<file path="config.mk">
export PLATFORM = sky130hd
export DESIGN_NAME = i2c_primary_ctrl
export DESIGN_NICKNAME = d
export VERILOG_FILES = /design/src/rtl/i2c_primary_ctrl.sv
export SDC_FILE = /design/constraint.sdc
export NUM_CORES = 1
export LEC_CHECK = 0
export ABC_AREA = 1
export BUFFER_PORTS_ARGS = -buffer_cell sky130_fd_sc_hd__buf_2
export CAP_MARGIN = 20
export CORE_MARGIN = 2
export CORE_UTILIZATION = 30
export DETAILED_ROUTE_END_ITERATION = 10
export PLACE_DENSITY = 0.45
export SETUP_SLACK_MARGIN = 0.4
export SYNTH_ARGS = -nofsm -noshare
export SYNTH_HDL_FRONTEND = slang
export SYNTH_SLANG_ARGS = --single-unit
</file>
<file path="constraint.sdc">
create_clock -name clk -period 1.45 [get_ports clk]
set_clock_uncertainty 0.05 [all_clocks]
set_input_delay 0.0725 -clock clk [delete_from_list [all_inputs] [get_ports clk]]
set_output_delay 0.0725 -clock clk [all_outputs]
set_load 0.01 [all_outputs]
</file>
<file path="src/rtl/i2c_primary_ctrl.sv">
// I2C primary: START, 7-bit address + RnW, one 16-bit word written or read (HI then LO), STOP.
// Every bit slot is four phases of Q clocks; SCL is low in phases 0-1 and high in phases 2-3.
module i2c_primary_ctrl #(
    parameter int Q = 1
) (
    input  logic        clk,
    input  logic        reset,
    input  logic        start_stb,
    input  logic        rnw,
    input  logic [6:0]  i2c_addr,
    input  logic [15:0] wr_data,
    input  logic        sda_in,
    output logic        scl,
    output logic        sda_out,
    output logic        sda_oe,
    output logic [15:0] rd_data,
    output logic        busy,
    output logic        done,
    output logic        nack
);

    typedef enum logic [3:0] {
        S_IDLE,
        S_START,
        S_ADDR,
        S_A_ACK,
        S_WR_BYTE,
        S_W_ACK,
        S_RD_BYTE,
        S_R_ACK,
        S_STOP
    } state_t;

    localparam logic [7:0] Q_LAST = 8'(Q - 1);

    state_t      state_reg;
    state_t      state_next;
    logic [7:0]  qcnt_reg;
    logic [1:0]  phase_reg;
    logic [2:0]  bit_cnt_reg;
    logic        byte_sel_reg;
    logic [6:0]  addr_reg;
    logic        rnw_reg;
    logic [15:0] wdata_reg;
    logic [15:0] shift_reg;
    logic        ack_reg;
    logic        nack_reg;
    logic        done_reg;
    logic [15:0] rd_data_reg;

    logic        slot_end;
    logic        sample_pt;
    logic        accept;
    logic        in_byte;
    logic        in_ack;
    logic [7:0]  tx_byte;
    logic [7:0]  tx_byte_rev;
    logic        tx_bit;

    assign slot_end  = (phase_reg == 2'd3) && (qcnt_reg == Q_LAST);
    assign sample_pt = (phase_reg == 2'd2) && (qcnt_reg == 8'd0);
    assign accept    = (state_reg == S_IDLE) && start_stb;
    assign in_byte   = (state_reg == S_ADDR) || (state_reg == S_WR_BYTE) || (state_reg == S_RD_BYTE);
    assign in_ack    = (state_reg == S_A_ACK) || (state_reg == S_W_ACK);

    always_comb begin
        tx_byte = {addr_reg, rnw_reg};
        if (state_reg == S_WR_BYTE) begin
            tx_byte = byte_sel_reg ? wdata_reg[7:0] : wdata_reg[15:8];
        end
    end

    // Bit-reversed copy so the slot counter indexes MSB-first directly.
    genvar gi;
    generate
        for (gi = 0; gi < 8; gi++) begin : g_rev
            assign tx_byte_rev[gi] = tx_byte[7-gi];
        end
    endgenerate
    assign tx_bit = tx_byte_rev[bit_cnt_reg];

    always_ff @(posedge clk or negedge reset) begin
        if (!reset) begin
            state_reg <= S_IDLE;
        end else begin
            state_reg <= state_next;
        end
    end

    always_comb begin
        state_next = state_reg;
        case (state_reg)
            S_IDLE:    if (start_stb) state_next = S_START;
            S_START:   if (slot_end) state_next = S_ADDR;
            S_ADDR:    if (slot_end && (bit_cnt_reg == 3'd7)) state_next = S_A_ACK;
            S_A_ACK: begin
                if (slot_end) begin
                    if (ack_reg)      state_next = S_STOP;
                    else if (rnw_reg) state_next = S_RD_BYTE;
                    else              state_next = S_WR_BYTE;
                end
            end
            S_WR_BYTE: if (slot_end && (bit_cnt_reg == 3'd7)) state_next = S_W_ACK;
            S_W_ACK: begin
                if (slot_end) state_next = (ack_reg || byte_sel_reg) ? S_STOP : S_WR_BYTE;
            end
            S_RD_BYTE: if (slot_end && (bit_cnt_reg == 3'd7)) state_next = S_R_ACK;
            S_R_ACK: begin
                if (slot_end) state_next = byte_sel_reg ? S_STOP : S_RD_BYTE;
            end
            S_STOP:    if (slot_end) state_next = S_IDLE;
            default:   state_next = S_IDLE;
        endcase
    end

    // Counters idle at zero so an accepted strobe starts START at phase 0.
    always_ff @(posedge clk or negedge reset) begin
        if (!reset) begin
            qcnt_reg     <= 8'd0;
            phase_reg    <= 2'd0;
            bit_cnt_reg  <= 3'd0;
            byte_sel_reg <= 1'b0;
        end else if (state_reg == S_IDLE) begin
            qcnt_reg     <= 8'd0;
            phase_reg    <= 2'd0;
            bit_cnt_reg  <= 3'd0;
            byte_sel_reg <= 1'b0;
        end else begin
            if (qcnt_reg == Q_LAST) begin
                qcnt_reg  <= 8'd0;
                phase_reg <= phase_reg + 2'd1;
            end else begin
                qcnt_reg <= qcnt_reg + 8'd1;
            end
            if (slot_end) begin
                if (in_byte) begin
                    bit_cnt_reg <= bit_cnt_reg + 3'd1;
                end
                if ((state_reg == S_W_ACK) || (state_reg == S_R_ACK)) begin
                    byte_sel_reg <= 1'b1;
                end
            end
        end
    end

    always_ff @(posedge clk or negedge reset) begin
        if (!reset) begin
            addr_reg    <= 7'd0;
            rnw_reg     <= 1'b0;
            wdata_reg   <= 16'd0;
            shift_reg   <= 16'd0;
            ack_reg     <= 1'b1;
            nack_reg    <= 1'b0;
            done_reg    <= 1'b0;
            rd_data_reg <= 16'd0;
        end else begin
            done_reg <= (state_reg == S_STOP) && slot_end;
            if (accept) begin
                addr_reg  <= i2c_addr;
                rnw_reg   <= rnw;
                wdata_reg <= wr_data;
                nack_reg  <= 1'b0;
                shift_reg <= 16'd0;
            end
            if (sample_pt && in_ack) begin
                ack_reg <= sda_in;
            end
            if (sample_pt && (state_reg == S_RD_BYTE)) begin
                shift_reg <= {shift_reg[14:0], sda_in};
            end
            if (slot_end && in_ack && ack_reg) begin
                nack_reg <= 1'b1;
            end
            // Only a read that got through its address ACK publishes new data.
            if (slot_end && (state_reg == S_STOP) && rnw_reg && !nack_reg) begin
                rd_data_reg <= shift_reg;
            end
        end
    end

    always_comb begin
        scl     = 1'b1;
        sda_out = 1'b1;
        sda_oe  = 1'b1;
        busy    = (state_reg != S_IDLE);
        case (state_reg)
            S_IDLE: begin
                scl = 1'b1;
            end
            S_START: begin
                sda_out = (phase_reg < 2'd2);
            end
            S_ADDR, S_WR_BYTE: begin
                scl     = phase_reg[1];
                sda_out = tx_bit;
            end
            S_A_ACK, S_W_ACK, S_RD_BYTE: begin
                scl    = phase_reg[1];
                sda_oe = 1'b0;
            end
            S_R_ACK: begin
                scl     = phase_reg[1];
                sda_out = byte_sel_reg;
            end
            S_STOP: begin
                scl     = phase_reg[1];
                sda_out = (phase_reg == 2'd3);
            end
            default: begin
                scl = 1'b1;
            end
        endcase
    end

    assign done    = done_reg;
    assign nack    = nack_reg;
    assign rd_data = rd_data_reg;

endmodule
</file>
==> flow_summary_export.csv <==
group,metric,value,unit
outcome,run_status,"finished, violations left",
outcome,violations_in_the_final_reports,"negative setup slack",
worst_setup_path,regToRegStartpoint,"state_reg[0]$_DFFE_PN0P_",
floorplanning,start_util,0.304,
synthesis,yosys.cell_types.count,36,
synthesis,synthFlopType,"dfrtp_1",
worst_setup_path,required_time_of_the_worst_setup_path,1.33,ns
synthesis,synth_seq_area_share,0.532,
clock_tree,h-tree-depth,3,
worst_setup_path,cp.arrival,1.79,ns
cells_and_area,share_of_cells_above_drive_strength_1,0.441,
timing,finalCriticalPeriod,1.91,ns
global_routing,grt_overflow_total,0,
timing,setup_slack,-0.464,ns
timing,rsz0062_at_grt,"true",
route,drc_errors,0,
clock_tree,ctsLongestPathBuffers,2,
route,detail_route.first_pass.iterations,4,
route,first_iter_violations,152,
synthesis,per_instance_average_area_after_synthesis,8.60,sq um
synthesis,synth_cells,421,
worst_setup_path,timing_worst_setup_path_type,"register to primary output",
worst_setup_path,r2r_end,"shift_reg[15]$_DFFE_PN0P_",
placement,half_perimeter_wire_length_of_the_detailed_placement_result,6410,um
placement,placedInstanceArea,4450,sq um
route,route.final.wire_length,10200,um
worst_setup_path,reg2regPathDepth,11,
floorplanning,die_h,114,um
worst_setup_path,cp_max_fo,7,
clock_tree,tritoncts_buffer_count,9,
floorplanning,core_area,11900,sq um
worst_setup_path,setup.worst_path.start_class,"register",
power_and_ir_drop,power_density,1710,nW/um^2
floorplanning,die_span_x,114,um
global_routing,grt_pass1_wl,16600,um
cells_and_area,finish.net_count,607,
global_routing,initial_antenna_violation_count,0,
synthesis,post_synth_main_area_contributors,"dfrtp_1 (53%), nand2_1 (13%), inv_1 (5.1%)",
global_routing,via_count_of_the_first_global_routing_pass,3261,
synthesis,yosysWarnings,0,
floorplanning,design.portCount,50,
placement,globalplace.congestion,0.853,
clock_tree,tritoncts,"yes",
synthesis,synthDominantCellAreaShare,0.525,
synthesis,synth_edf_count,0,
timing,worst_pin_slew,0.462,ns
synthesis,synth_fp_nets,455,
timing,hold_viol,0,
clock_tree,buffer_cell_driving_the_clock_tree_root,"clkbuf_16",
power_and_ir_drop,static-leakage-power,2.85,nW
worst_setup_path,setup.worst_path.end_class,"primary output",
job,max_cap_viol_count,0,
timing,slew_viol_final,0,
placement,i_o_buffers,49,
power_and_ir_drop,power,10.2,mW
route,routed_wire_length_per_instance,14.1,um
cells_and_area,final_util,0.499,
timing,slew_headroom,0.692,
cells_and_area,final_design_area_no_fill,5940,sq um
global_routing,grt_use_total,0.164,
clock_tree,clock_sink_count,77,
cells_and_area,areaGrowthSynthToFinish,64.0,%
global_routing,grt_max_degree,38,
power_and_ir_drop,power.ir.vdd_worst,0.000602,V
floorplanning,fp-row-count,40,
synthesis,proportion_of_synthesized_flip_flops_having_asynchronous_set_or_reset,1.00,
timing,fin_crit_sh,1.32,
timing,report.final.setup_viol,80,
worst_setup_path,reg2reg_slack,-0.32,ns
worst_hold_path,hold_path.class,"primary input to asynchronous set/reset pin",
route,postRouteAntennaNets,0,
clock_tree,clk_latency,0.35,ns
clock_tree,clk_pin_slew_worst_paths,0.07,ns
synthesis,synth.largest_area_cell,"dfrtp_1",
synthesis,syn_area,3620,sq um
cells_and_area,num-fill-cells,1098,
timing,fmax,522,MHz
floorplanning,design.die.area,13000,sq um
synthesis,yosys_register_bits,77,
route,post_drt_via_cell_ratio,4.59,
cells_and_area,antennaDiodeCount,0,
route,num_vias,3327,
==> cells in the final DEF (no fill, tap or decap), types with 3 or more instances in the layout <==
cell type and instances:
buf_8 3, ha_1 5, nand3_1 20, nand2_2 10, nand2_1 96, inv_4 5, nor3_2 3, nor2_1 19
o21ai_2 18, clkbuf_16 13, o22ai_2 16, nand2_8 4, a21oi_1 4, inv_1 46, inv_8 6, buf_4 49
o21ai_1 18, nand3_2 8, buf_2 45, dfrtp_1 72, nand3_4 3, nand4_1 6, nand2_4 16, nor2_4 6
o21ai_0 3, buf_12 5, buf_6 15, dlygate4sd3_1 26, dfrtp_2 4
==> layout make-up <==
| cell class | count | area (sq um) | area share |
|---|---|---|---|
| Clock buffer | 9 | 225 | 0.0379 |
| Clock inverter | 7 | 70.1 | 0.0118 |
| Inverter | 56 | 241 | 0.0406 |
| Multi-Input combinational cell | 277 | 1920 | 0.323 |
| Sequential cell | 77 | 1930 | 0.325 |
| Tap cell | 147 | 184 | 0.0310 |
| Timing Repair Buffer | 149 | 1320 | 0.223 |
| Timing Repair inverter | 3 | 47.5 | 0.00800 |
==> timing repair <==
action / in CTS / in global routing
pin swaps: 17 / 16
setup buffers: 17 / 6
resized for setup: 71 / 63
endpoints found under the setup margin: 82 / 82
hold buffers: 26 / 0
gates cloned: 5 / 5
endpoints found under the hold margin: 53 / 0
==> kinds of logic after synthesis <==
family	Yosys count	share of synthesized area
XOR/XNOR	3	0.00726
AO/OA/AOI/OAI	69	0.117
buffers and inverters	67	0.0791
AND/OR/NAND/NOR	199	0.244
adder cells (fa/ha/maj)	6	0.0207
flip-flops	77	0.532
==> cell usage after synthesis, types with 6 or more instances <==
library cell,instances
a21oi_1,7
dfrtp_1,76
ha_1,6
inv_1,49
nand2_1,123
nand3_1,29
nand4_1,6
nor2_1,24
o21ai_0,22
o21ai_1,8
o21ai_2,11
o22ai_1,16
==> worst max-delay path, cell delays in order (launching register included) <==
cell and delay (ns):
dfrtp_2 0.42, inv_4 0.06, nor2_4 0.25, nand2_8 0.15
inv_8 0.09, nand3_4 0.06, nand2_2 0.07, nand3_2 0.07
nand3_2 0.10, nand2_2 0.06, buf_6 0.12
==> how the worst max path moves through the flow <==
stage                                  end  depth (start not counted)                     start
CTS                                sda_out                          9  state_reg[2]$_DFFE_PN0P_
global placement                   sda_out                         10  state_reg[2]$_DFFE_PN0P_
finish                             sda_out                         10  state_reg[2]$_DFFE_PN0P_
global route                       sda_out                         10  state_reg[2]$_DFFE_PN0P_
detailed placement                 sda_out                         10  state_reg[2]$_DFFE_PN0P_
floorplan           rd_data[2]$_DFFE_PN0P_                         10     qcnt_reg[0]$_DFF_PN0_
==> through the flow <==
step	instances	hold slack [ns]	setup TNS (ns)	worst slack, ns
after floorplan	421	-0.273	-2.58	-0.106
after CTS	714	0.144	-11.85	-0.469
after detailed placement	650	0.0145	-3.99	-0.222
after global routing	725	0.201	-26.14	-0.553
final	725	0.166	-20.29	-0.464
after global placement	650	0.00280	-4.02	-0.252
==> routing by layer <==
layer / GRT usage / up-vias / wire [um]
met5: 0 / - / 0
met2: 0.251 / 37 / 4890
met3: 0.0329 / 10 / 272
li1: - / 1674 / -
met1: 0.226 / 1606 / 4910
met4: 0.0675 / 0 / 127
==> report_power, final <==
part	internal (mW)	total, mW	leakage [nW]	switching, mW
clock network	1.22	2.27	0.144	1.05
registers	2.65	2.95	1.02	0.307
logic	2.30	4.96	1.68	2.66
(Power assumes the default switching activity.)
